<file path="src/rtl/fft8_out_streamer.sv">
// Output stage of the 8-point FFT: captures a parallel result frame on the rising
// edge of fft_done into a ping-pong buffer pair and streams it one bin per beat.
module fft8_out_streamer #(
    parameter int N       = 8,
    parameter int W       = 16,
    parameter bit BIT_REV = 1'b0
) (
    input  logic                 clk,
    input  logic                 rst,
    input  logic                 fft_done,
    input  logic [N*W-1:0]       in_real,
    input  logic [N*W-1:0]       in_imag,
    output logic                 out_valid,
    input  logic                 out_ready,
    output logic [W-1:0]         out_real,
    output logic [W-1:0]         out_imag,
    output logic [$clog2(N)-1:0] out_index,
    output logic                 out_last,
    output logic                 busy,
    output logic                 overrun
);
    localparam int IW = $clog2(N);
    localparam logic [IW-1:0] KMAX = IW'(N - 1);

    typedef enum logic {IDLE, STREAM} state_t;

    state_t        state, nxt_state;
    logic          done_d;
    logic [1:0]    fill, fill_next;
    logic          wr_ptr, rd_ptr, nxt_ptr;
    logic [IW-1:0] k, nxt_k, nxt_idx;
    logic          cap, cap_ok, frame_done, load;

    logic [W-1:0]  mem_real [2][N];
    logic [W-1:0]  mem_imag [2][N];

    function automatic logic [IW-1:0] bin_order(input logic [IW-1:0] kk);
        logic [IW-1:0] r;
        r = kk;
        if (BIT_REV) begin
            for (int i = 0; i < IW; i++) r[i] = kk[IW-1-i];
        end
        return r;
    endfunction

    // A full pair may still take a frame if the one draining finishes this cycle.
    assign cap        = fft_done & ~done_d;
    assign frame_done = out_valid & out_ready & out_last;
    assign cap_ok     = cap & ((fill != 2'd2) | frame_done);
    assign fill_next  = fill + {1'b0, cap_ok} - {1'b0, frame_done};
    assign busy       = (fill != 2'd0);

    always_comb begin
        nxt_state = state;
        nxt_k     = k;
        nxt_ptr   = rd_ptr;
        load      = 1'b0;
        case (state)
            IDLE: begin
                if (fill != 2'd0) begin
                    nxt_state = STREAM;
                    nxt_k     = '0;
                    load      = 1'b1;
                end
            end
            STREAM: begin
                if (out_valid && out_ready) begin
                    if (k != KMAX) begin
                        nxt_k = k + 1'b1;
                        load  = 1'b1;
                    end else begin
                        nxt_k   = '0;
                        nxt_ptr = ~rd_ptr;
                        if (fill == 2'd2) load = 1'b1;
                        else              nxt_state = IDLE;
                    end
                end
            end
            default: nxt_state = IDLE;
        endcase
        nxt_idx = bin_order(nxt_k);
    end

    always_ff @(posedge clk) begin
        if (cap_ok) begin
            for (int i = 0; i < N; i++) begin
                mem_real[wr_ptr][i] <= in_real[i*W +: W];
                mem_imag[wr_ptr][i] <= in_imag[i*W +: W];
            end
        end
    end

    // Output beat registers are loaded with the next bin whenever the beat advances.
    always_ff @(posedge clk or posedge rst) begin
        if (rst) begin
            state     <= IDLE;
            done_d    <= 1'b0;
            fill      <= 2'd0;
            wr_ptr    <= 1'b0;
            rd_ptr    <= 1'b0;
            k         <= '0;
            overrun   <= 1'b0;
            out_valid <= 1'b0;
            out_real  <= '0;
            out_imag  <= '0;
            out_index <= '0;
            out_last  <= 1'b0;
        end else begin
            done_d <= fft_done;
            fill   <= fill_next;
            if (cap_ok)          wr_ptr  <= ~wr_ptr;
            if (cap && !cap_ok)  overrun <= 1'b1;
            state  <= nxt_state;
            k      <= nxt_k;
            rd_ptr <= nxt_ptr;
            if (load) begin
                out_valid <= 1'b1;
                out_index <= nxt_idx;
                out_last  <= (nxt_k == KMAX);
                out_real  <= mem_real[nxt_ptr][nxt_idx];
                out_imag  <= mem_imag[nxt_ptr][nxt_idx];
            end else if (nxt_state == IDLE) begin
                out_valid <= 1'b0;
                out_index <= '0;
                out_last  <= 1'b0;
                out_real  <= '0;
                out_imag  <= '0;
            end
        end
    end
endmodule
</file>
<file path="config.mk">
export PLATFORM = sky130hd
export DESIGN_NAME = fft8_out_streamer
export DESIGN_NICKNAME = d
export VERILOG_FILES = /design/src/rtl/fft8_out_streamer.sv
export SDC_FILE = /design/constraint.sdc
export NUM_CORES = 1
export LEC_CHECK = 0
export CAP_MARGIN = 25
export CORE_MARGIN = 2
export CORE_UTILIZATION = 40
export CTS_BUF_LIST = sky130_fd_sc_hd__clkbuf_4 sky130_fd_sc_hd__clkbuf_8
export DETAILED_ROUTE_END_ITERATION = 8
export GPL_ROUTABILITY_DRIVEN = 0
export PLACE_DENSITY = 0.63
export RECOVER_POWER = 25
export SKIP_LAST_GASP = 1
export SLEW_MARGIN = 30
export SYNTH_ARGS = -nofsm -noshare
export SYNTH_HDL_FRONTEND = slang
export SYNTH_SLANG_ARGS = --single-unit
</file>
<file path="constraint.sdc">
create_clock -name clk -period 11.7 [get_ports clk]
set_input_delay 2.925 -clock clk [delete_from_list [all_inputs] [get_ports clk]]
set_output_delay 2.925 -clock clk [all_outputs]
set_load 0.005 [all_outputs]
</file>
==> impl_results.md <==
- HP Class: reg -> reg
- CTS tree: done
- RSZ-0062 raised after global routing: no
- Clock sinks: 559
- FFs w/ async S/R, synth: 0.0841
- Clk buf depth: 3
- Cell taking the most area after synthesis: edfxtp_1
- CP max-delay cell: buf_4
- Crit-path max cell delay: 750 ps
- Resized Gates After CTS: 0
- Peak VDD IR: 0.000141 V
- Layout Skew: 33.1 ps
- CP Cell Sequence: clkdlybuf4s50_1 -> nand4_1 -> xor2_4 -> buf_4 -> buf_4 -> buf_6 -> nor2_1 -> o21ai_0 -> a31oi_1 -> nand4_1
- Max_slew headroom: 0.344
- CP Capture Type: flip-flop
- IO Count: 299
- Final setup fails: 0
- Drt total wl: 59.8 mm
- GRT Util Overall: 0.210
- Crit path required time: 12320 ps
- Number of CTS-inserted buffers: 94
- Cells after synthesis: 1678
- Via count: 14700
- Static leakage: 9.79 nW
- Final instance area: 27400 um2
- Final net count: 2255
- Detailed Routing Iterations Pass 1: 5
- Htree depth: 3
- Placement row count: 85
- Final Hold Violating Endpoints: 0
- Multi-input gate area: 4770 um2
- Largest net degree at the start of global routing: 166
- Fin crit period: 6260 ps
- Dpl cell area: 25500 um2
- Cell Area, Synth: 21800 um2
- # hold bufs at CTS: 0
- Antenna Nets Post-Route: 0
- DRC viols: 0
- Slew Limit Fails: 0
- Max-cap check violation count: 0
- Die height: 238 um
- Syn nets: 1942
- Share of cells above drive strength 1: 0.0994
- Maximum clock rate: 160 MHz
- Post-synth cell types: 37
- Port bufs: 298
- TNS Setup: 0 ps
- Area delta synth->final: 25.7%
- Starting Density: 0.405
- Core area: 53900 um2
- Reg clk slew, reported paths: 60 ps
- First-pass GRT wire length: 88.5 mm
- Register area: 16600 um2
- Setup bufs post-CTS: 0
- Post-synth top area share: 0.705
- Flops & latches, synth: 559
- Post-synth top flop: edfxtp_1
- Number of synthesized flops with an enable pin: 512
- Die area: 56400 um2
- P per Cell Area: 224 nW/um2
- Setup crit start kind: input pin
- Setup Crit Path Kind: in -> reg
- Sequential-to-total area share from yosys stat: 0.759
- Worst EP arrival: 6880 ps
- Fill count: 4643
- Die X-Extent: 238 um
- Wirelength per Cell: 21.6 um
- Largest cells by area after synthesis: edfxtp_1, nand2_1, nand3_1
- Hpwl dp: 34.6 mm
- Vias in the first global route: 14600
- Root Buffer: clkbuf_8
- Worst-margin pin slew: 984 ps
- Worst-Skew Late Latency: 690 ps
- Crit path max fanout: 90
- Yosys warns: 0
- Iter 0 DRT Violations: 1390
- Remaining Overflow, GRT: 0
- Status: finished clean
- Post-route clock period utilization: 0.535
- Initial antenna violation count: 14
- Via-per-instance ratio: 5.30
- Mean Syn Cell Area: 13.0 um2
[stage by stage]
stage | utilization | setup WS, ps | hold WS, ps | instances | total power [mW]
2_1_floorplan | - | -3110 | 468 | 1678 | 3.84
3_3_place_gp | 0.470 | 4370 | 465 | 2587 | 4.41
3_5_place_dp | 0.472 | 4510 | 478 | 2591 | 4.45
4_1_cts | 0.508 | 5280 | 494 | 2759 | 6.22
5_1_grt | 0.508 | 5210 | 508 | 2764 | 6.48
6_report | 0.508 | 5440 | 491 | 2766 | 6.15
[cell type report]
class / count / share of cell area
sequential: 559 / 0.604
multi-input combinational: 1010 / 0.174
timing repair buffer: 320 / 0.118
clock buffer: 147 / 0.0642
tap: 696 / 0.0318
clock inverter: 21 / 0.00584
inverter: 6 / 0.00132
antenna: 7 / 0.000639
[worst paths after layout]
path	from	endpoint	slack, ps	cells past startpoint
max	out_ready	out_imag[3]	5440	10
min	overrun	overrun	490	1
max reg2reg	state	out_imag[3]	7330	9
min reg2reg	overrun	overrun	490	1
max in group asynchronous	rst	state	8250	3
min in group asynchronous	rst	out_imag[14]	2820	3
[power breakdown]
part | internal, mW | leakage, nW | switching (mW)
sequential | 2.52 | 5.26 | 0.118
clock | 0.996 | 1.02 | 0.765
combinational | 0.577 | 3.51 | 1.17
[registers in the layout (all words and copies together) (netlist names)]
signal	flops
out_last	1
mem_imag	256
k	3
done_d	1
out_index	3
out_real	16
wr_ptr	1
fill	2
mem_real	256
out_imag	16
rd_ptr	1
out_valid	1
overrun	1
state	1
[cell usage after synthesis (all sizes together) (6+ instances only)]
master	count
edfxtp	512
nand2	453
nand3	325
buf	84
nor2	64
dfrtp	47
o21ai	36
and3	33
nand4	33
a31oi	32
clkbuf	19
inv	6
[layout by cell type, fill, tap and decap left out, types with 3 or more instances in the layout]
cell             instances
edfxtp_1               512
nand2_1                452
nand3_1                321
clkdlybuf4s50_1        151
dlygate4sd3_1          147
clkbuf_8               105
nor2_1                  62
dfrtp_1                 46
clkbuf_4                42
nand4_1                 33
and3_1                  32
a31oi_1                 31
o21ai_1                 18
o21ai_0                 18
buf_4                   12
clkinv_2                 8
diode_2                  7
clkinv_1                 7
nand2b_1                 5
nand3_2                  4
ha_1                     4
clkinvlp_4               4
buf_6                    4
mux2i_1                  3
xnor2_1                  3
buf_12                   3
[cell families after synthesis]
| group | synth area share |
|---|---|
| adder cells (fa/ha/maj) | 0.00229 |
| flip-flops | 0.759 |
| XOR/XNOR | 0.00161 |
| multiplexers | 0.00138 |
| buffers and inverters | 0.0255 |
| AO/OA/AOI/OAI | 0.0211 |
| AND/OR/NAND/NOR | 0.189 |
[metal layers]
| metal | GRT usage | vias to the layer above | share of wire |
|---|---|---|---|
| met5 | 0 | - | 0.0010 |
| met4 | 0.0680 | 8 | 0.022 |
| met3 | 0.0517 | 112 | 0.068 |
| met2 | 0.336 | 559 | 0.48 |
| met1 | 0.284 | 7276 | 0.43 |
| li1 | - | 6712 | - |
[critical path, delay by kind of cell]
kind,cells,cell delay (ps)
and+or+nand+nor,3,450
buffers and inverters,4,2640
AOI/OAI and AO/OA,2,360
xor gates and xnor gates,1,330
No activity file was read; power rests on OpenSTA's default activity.
